## src/rtl/frame_swap_ctrl.sv

```systemverilog
// Double-buffer select sequencer: queues swap requests and commits them at tear-free
// frame boundaries, with stall-forced swaps, frame statistics and a swap interrupt.
module frame_swap_ctrl #(
  parameter int STALL_MAX  = 16,
  parameter int CNT_WIDTH  = 32,
  parameter int COAL_WIDTH = 16
) (
  input  logic                  clk,
  input  logic                  rst,
  input  logic                  i_en,
  input  logic                  i_swap_req,
  input  logic                  i_auto_en,
  input  logic [7:0]            i_frame_div,
  input  logic                  i_frame_done,
  input  logic                  i_wr_busy,
  input  logic                  i_irq_clr,
  output logic                  o_r_buffer,
  output logic                  o_w_buffer,
  output logic                  o_swap_pending,
  output logic                  o_swap_ack,
  output logic                  o_irq,
  output logic                  o_forced,
  output logic [CNT_WIDTH-1:0]  o_frame_count,
  output logic [COAL_WIDTH-1:0] o_coalesced
);

  localparam int STALL_W = $clog2(STALL_MAX + 1);

  typedef enum logic [1:0] {IDLE, PENDING, SWAP} state_t;

  state_t             state, state_nxt;
  logic [7:0]         div_cnt;
  logic [STALL_W-1:0] stall_cnt;
  logic               auto_active, auto_req, eff_req, stall_hit;
  logic               commit, force_swap;
  logic               ack_nxt, coal_inc, stall_inc;

  function automatic logic [COAL_WIDTH-1:0] sat_inc(input logic [COAL_WIDTH-1:0] v);
    return (&v) ? v : v + 1'b1;
  endfunction

  assign auto_active = i_en & i_auto_en & (i_frame_div != 8'd0);
  assign auto_req    = auto_active & i_frame_done & (div_cnt == i_frame_div - 8'd1);
  assign eff_req     = i_en & (i_swap_req | auto_req);
  assign stall_hit   = (stall_cnt == STALL_W'(STALL_MAX - 1));
  assign o_w_buffer  = ~o_r_buffer;

  always_ff @(posedge clk or posedge rst) begin
    if (rst) state <= IDLE;
    else     state <= state_nxt;
  end

  always_comb begin
    state_nxt  = state;
    commit     = 1'b0;
    force_swap = 1'b0;
    if (!i_en) begin
      state_nxt = IDLE;
    end else begin
      case (state)
        IDLE:    if (eff_req) state_nxt = PENDING;
        PENDING: begin
          // A busy write burst delays the swap until the stall budget runs out.
          if (i_frame_done && (!i_wr_busy || stall_hit)) begin
            state_nxt  = SWAP;
            commit     = 1'b1;
            force_swap = i_wr_busy;
          end
        end
        SWAP:    state_nxt = eff_req ? PENDING : IDLE;
        default: state_nxt = IDLE;
      endcase
    end
  end

  always_comb begin
    ack_nxt   = i_en & (state == SWAP);
    coal_inc  = eff_req & (state == PENDING);
    stall_inc = (state == PENDING) & i_frame_done & i_wr_busy & ~commit;
  end

  always_ff @(posedge clk or posedge rst) begin
    if (rst) begin
      o_r_buffer     <= 1'b0;
      o_swap_pending <= 1'b0;
      o_swap_ack     <= 1'b0;
      o_irq          <= 1'b0;
      o_forced       <= 1'b0;
      o_frame_count  <= '0;
      o_coalesced    <= '0;
      div_cnt        <= '0;
      stall_cnt      <= '0;
    end else begin
      o_swap_pending <= (state_nxt == PENDING);
      o_swap_ack     <= ack_nxt;
      if (commit)     o_r_buffer  <= ~o_r_buffer;
      if (force_swap) o_forced    <= 1'b1;
      if (coal_inc)   o_coalesced <= sat_inc(o_coalesced);
      if (ack_nxt)        o_irq <= 1'b1;
      else if (i_irq_clr) o_irq <= 1'b0;
      if (i_en && i_frame_done) o_frame_count <= o_frame_count + 1'b1;
      if (!auto_active)      div_cnt <= '0;
      else if (auto_req)     div_cnt <= '0;
      else if (i_frame_done) div_cnt <= div_cnt + 8'd1;
      if (!i_en || state != PENDING || commit) stall_cnt <= '0;
      else if (stall_inc)                      stall_cnt <= stall_cnt + 1'b1;
    end
  end

endmodule
```

## config.mk

```make
export PLATFORM = sky130hd
export DESIGN_NAME = frame_swap_ctrl
export DESIGN_NICKNAME = d
export VERILOG_FILES = /design/src/rtl/frame_swap_ctrl.sv
export SDC_FILE = /design/constraint.sdc
export NUM_CORES = 1
export LEC_CHECK = 0
export BUFFER_PORTS_ARGS = -buffer_cell sky130_fd_sc_hd__buf_2
export CAP_MARGIN = 30
export CORE_ASPECT_RATIO = 0.6
export CORE_MARGIN = 1.5
export CORE_UTILIZATION = 50
export CTS_BUF_LIST = sky130_fd_sc_hd__clkbuf_2
export CTS_CLUSTER_DIAMETER = 120
export DETAILED_ROUTE_END_ITERATION = 8
export GPL_ROUTABILITY_DRIVEN = 0
export PLACE_DENSITY = 0.85
export REMOVE_ABC_BUFFERS = 1
export SYNTH_ARGS = -nofsm -noshare
export SYNTH_HDL_FRONTEND = slang
export SYNTH_SLANG_ARGS = --single-unit
```

## constraint.sdc

```tcl
create_clock -name clk -period 1.88 [get_ports clk]
set_input_delay 0.094 -clock clk [delete_from_list [all_inputs] [get_ports clk]]
set_output_delay 0.094 -clock clk [all_outputs]
set_load 0.05 [all_outputs]
```

# == Word level (Yosys, flattened, before mapping) ==
# Index checks and enable logic that the tools add are counted.
# totals
register_bits,68
input_bits,16
elab_cells,67
# classes
addsub,5
reduce_logical,13
muxes,18
bitwise_logic,14
n_eq_ne,7
# op_table
operator,count
$add A32 B1 Y32 const B,1
$mux W8,3
$add A16 B1 Y16 const B,1
$reduce_and A16 Y1,1
$and A1 B1 Y1,10
$mux W5,2
$mux W1,9
$add A8 B1 Y8 const B,1
$eq A8 B8 Y1,1
$reduce_bool A8 Y1,1
$sub A8 B1 Y8 const B,1
$mux W2,3
$pmux W2 S3,1
$add A5 B1 Y5 const B,1
$eq A5 B4 Y1 const B,1
$eq A2 B1 Y1 const B,2
$reduce_bool A2 Y1,2
$logic_or A1 B1 Y1,3
$ne A3 B2 Y1 const B,1
$not A1 Y1,3
$eq A2 B2 Y1 const B,1
$logic_and A1 B1 Y1,2
$logic_not A1 Y1,2
$logic_not A2 Y1,1
3 further kinds,3

# == Depth between registers and ports, before layout ==
# depth
ltp_word,10
ltp_mapped,12
ltp_nobuf,9

# == Worst setup path after synthesis ==
# OpenSTA, ideal clock, no wires.
# synth_path
path_type,register to register
start,register o_frame_count[0]
end,register o_frame_count[30]
arrival_ps,2269
required_ps,1739
path_slack_ps,-530
path_stages_with_launch,9
path_cell_list,dfrtp_1 > ha_1 > nand3_1 > or3_1 > nor3_1 > nand4_1 > nor2_1 > nand4_1 > xnor2_1
# synth_between
elab_chain_cells,1
# synth_rtl
element,line,text
"start, declared",23,"output logic [CNT_WIDTH-1:0] o_frame_count,"
"start signal, assigned",101,if (i_en && i_frame_done) o_frame_count <= o_frame_count + 1'b1;
$add A32 B1 Y32,101,
# No other way between the ends.
# A chain may end at the register's enable or synchronous reset.

# == Worst setup path in the final report ==
# layout_path
start,register div_cnt[2]
end,register o_coalesced[1]
# layout_between
elab_chain_cells,6
# layout_rtl
element,line,text
"start, declared",32,logic [7:0] div_cnt;
"start signal, assigned",104,else if (i_frame_done) div_cnt <= div_cnt + 8'd1;
$eq A8 B8 Y1,43,assign auto_req = auto_active & i_frame_done & (div_cnt == i_frame_div - 8'd1);
$and A1 B1 Y1,43,
$or A1 B1 Y1,44,assign eff_req = i_en & (i_swap_req | auto_req);
$and A1 B1 Y1,44,
$and A1 B1 Y1,78,coal_inc = eff_req & (state == PENDING);
$reduce_and A2 Y1 (no line),n/a,
"end signal, assigned",98,if (coal_inc) o_coalesced <= sat_inc(o_coalesced);
"end, declared",24,output logic [COAL_WIDTH-1:0] o_coalesced
# No other way between the ends.

==> run summary <==
relative slew slack - 0.710
num ports - 70
Worst path max stage delay - 0.42 ns
Tcrit/Tclk final - 1.07
mux contribution to synthesized area - 0.00662
CTS tree - done
CTS max path bufs - 2
Power per Cell Area - 816 nW/um^2
setup ws final - -0.139 ns
total CTS buffers - 9
worst skew pair latency - 0.51 ns
post-route non-filler standard cell count - 576
area share of the leading cell type in the synthesized netlist - 0.500
Starting DRT DRC Count - 185
WP data required - 2.27 ns
row cnt - 23
Final Hold Fails - 0
initial core utilization - 0.514
failing checks - negative setup slack
internal power - 2430 uW
most frequent cells after synthesis - dfrtp_1, xnor2_1, nand2_1
fin. max-slew vios - 0
Worst Hold Class - primary input to register
Max Freq - 495 MHz
ordered list of cells on the worst path - or3_1 > a31o_1 > a211oi_2 > a2bb2o_4 > buf_6 > mux2_4
total wire length - 9560 um
Worst Setup Path Type - register to register
Slew @ Worst Pin - 0.435 ns
Leak - 0.00255 uW
Tot GR Track Use - 0.264
Simple-Gate Fraction of Synth Area - 0.215
Fin Hold WS - 0.0896 ns
setup TNS - -1.53 ns
CTS root buffer - clkbuf_2
post-synth top area cell - dfrtp_1
DRC viols - 0
Fill cells - 445
Clk pwr share - 0.211
Post-Synthesis Cells - 330
CP max-delay cell - dfrtp_1
initial antenna violation count - 0
worst vdd ir - 0.863 mV
die footprint - 7330 um^2
register area share after synthesis - 0.500
Ys Warns - 0
final setup violation count - 26
share of post-route cells with drive strength above 1 - 0.427
Die W - 110 um
Area contributors post-synth - dfrtp_1, xnor2_1, nand2_1
routed length per placed instance - 16.6 um
Synth cell types - 45
number of global-route vias before repair - 2903
Post-synth EDFFs - 0
first-pass GRT wire length - 14400 um
Reg power frac - 0.421
Synth Area in XOR/XNOR - 0.157
Crit Path Max Fanout - 4
Comb pwr share - 0.368
port bufs - 69
Routed Antenna Nets - 0
CTS sink cnt - 68
Fin Clk Skew - 0.0318 ns
Placed Instances - 542
largest family of logic cells by synthesized area - simple AND/OR/NAND/NOR gates
synthesis-to-finish area growth - 44.0%
count leader, synth - dfrtp_1
largest net degree at the start of global routing - 28
Ant. Diodes - 0
Synth Area in Adders - 0.0257
ys flop type - dfrtp_1
DRT Pass-1 Iters - 7
Vias - 3168
H-tree Lvls - 3
nets - 507
GRT overflow - 0
kind of end point of the critical path - register
sw frac - 0.393
clock-pin slew on the worst setup and hold paths - 0.18 ns
Die Y - 66.9 um
core outline area - 6620 um^2
post-DP HPWL - 6180 um
startpoint types - register
synthesized cell area - 3400 um^2
P_sw - 1570 uW
Synth Area per Inst - 10.3 um^2
RSZ-0062 raised after global routing - yes
Async SR Flop Fraction - 1.00
status - complete, but fails checks
Compound-Gate Fraction of Synth Area - 0.0651
Max Cap Viol - 0
Seq cells post-synth - 68
WP data arrival - 2.41 ns
Final Critical Period - 2.02 ns
Util after Layout - 0.741
Vias/cell - 5.50
==> routing by layer <==
metal / GRT usage / up-vias / routed length (um)
met1: 0.351 / 1528 / 4140
met2: 0.412 / 152 / 4480
li1: - / 1447 / -
met3: 0.0646 / 41 / 606
met5: 0 / - / 0
met4: 0.110 / 0 / 333
==> worst max-delay path: cells and delay by family, from the launching register on <==
kind	cells	cell delay (ns)
AO/OA/AOI/OAI	3	0.71
AND/OR/NAND/NOR	1	0.38
multiplexers	1	0.29
buffers and inverters	1	0.12
flip-flops	1	0.42
==> kinds of logic (layout without fill, tap and decap cells) <==
| kind of cell | count (synthesis) | after routing |
|---|---|---|
| xor+xnor | 60 | 60 |
| simple gates | 141 | 142 |
| mux | 2 | 2 |
| flops | 68 | 68 |
| compound gates | 33 | 33 |
| buf+inv | 19 | 177 |
| fa+ha+maj | 7 | 7 |
==> layout by cell type, fill, tap and decap left out, types with 2 or more instances in the layout <==
| cell type | count |
|---|---|
| and4_1 | 3 |
| xnor2_2 | 12 |
| dfrtp_1 | 67 |
| nor2_1 | 27 |
| nand2b_1 | 3 |
| a21oi_1 | 5 |
| ha_1 | 5 |
| dlygate4sd3_1 | 10 |
| o21ai_0 | 3 |
| nor2b_1 | 4 |
| o21ai_1 | 3 |
| or2_4 | 2 |
| a21o_1 | 2 |
| nor3_1 | 4 |
| nand3_1 | 15 |
| nand2_4 | 5 |
| xnor2_1 | 34 |
| or3_1 | 2 |
| buf_4 | 60 |
| buf_2 | 69 |
| inv_1 | 11 |
| nor4_4 | 2 |
| clkbuf_2 | 11 |
| buf_8 | 2 |
| nand2_1 | 29 |
| o21ai_2 | 5 |
| nand2b_4 | 3 |
| a41o_1 | 2 |
| nand3_2 | 4 |
| xor2_1 | 14 |
| nand4_1 | 15 |
| clkinv_2 | 2 |
| and3_1 | 6 |
| buf_6 | 7 |
| nor2_2 | 4 |
| o21bai_1 | 3 |
==> stage by stage <==
stage          area [um^2]  total power, uW  worst slack [ns]
5_1_grt               4900             4190            -0.195
6_report              4900             4000            -0.139
3_5_place_dp          4280             3020            -0.340
4_1_cts               4660             3910            -0.137
2_1_floorplan         3340             2510            -0.575
3_3_place_gp          4280             2980            -0.236
==> layout make-up <==
cell class	count	area [um^2]	share of cell area
clock buffer	11	55.1	0.0112
clock inverter	5	52.6	0.0107
inverter	12	45.0	0.00919
multi-input combinational	244	1910	0.390
sequential	68	1700	0.347
tap	87	109	0.0222
timing repair buffer	149	1020	0.209
==> worst paths after layout <==
kind / from / to / slack, ns / depth (start not counted)
worst min register to register: o_frame_count[31] / o_frame_count[31] / 0.48 / 1
worst min-delay path: i_en / o_frame_count[4] / 0.09 / 5
min in group asynchronous: rst / o_coalesced[15] / 0.13 / 3
worst max-delay path: div_cnt[2] / o_coalesced[1] / -0.14 / 6
worst max register to register: div_cnt[2] / o_coalesced[1] / -0.14 / 6
max in group asynchronous: rst / o_frame_count[31] / 1.05 / 4
==> sequential cells by signal (all words and copies together), names as in the netlist <==
signal	flops
o_coalesced	16
o_r_buffer	1
o_swap_pending	1
state	2
div_cnt	8
o_irq	1
o_swap_ack	1
o_frame_count	32
stall_cnt	5
o_forced	1
==> power by group through the flow <==
stage	logic (uW)	clock network (uW)	registers, uW
final	1470	844	1680
after global routing	1560	931	1700
after CTS	1390	852	1670
after detailed placement	1330	0	1690
after global placement	1300	0	1680
after floorplan	302	0	2210
==> timing repair <==
item,in CTS,in global routing
pin swaps,16,26
gates cloned,2,0
hold buffers,10,0
setup endpoints to repair,32,36
resized for setup,29,51
endpoints found under the hold margin,77,0
buffers inserted,2,4
(Power assumes the default switching activity.)
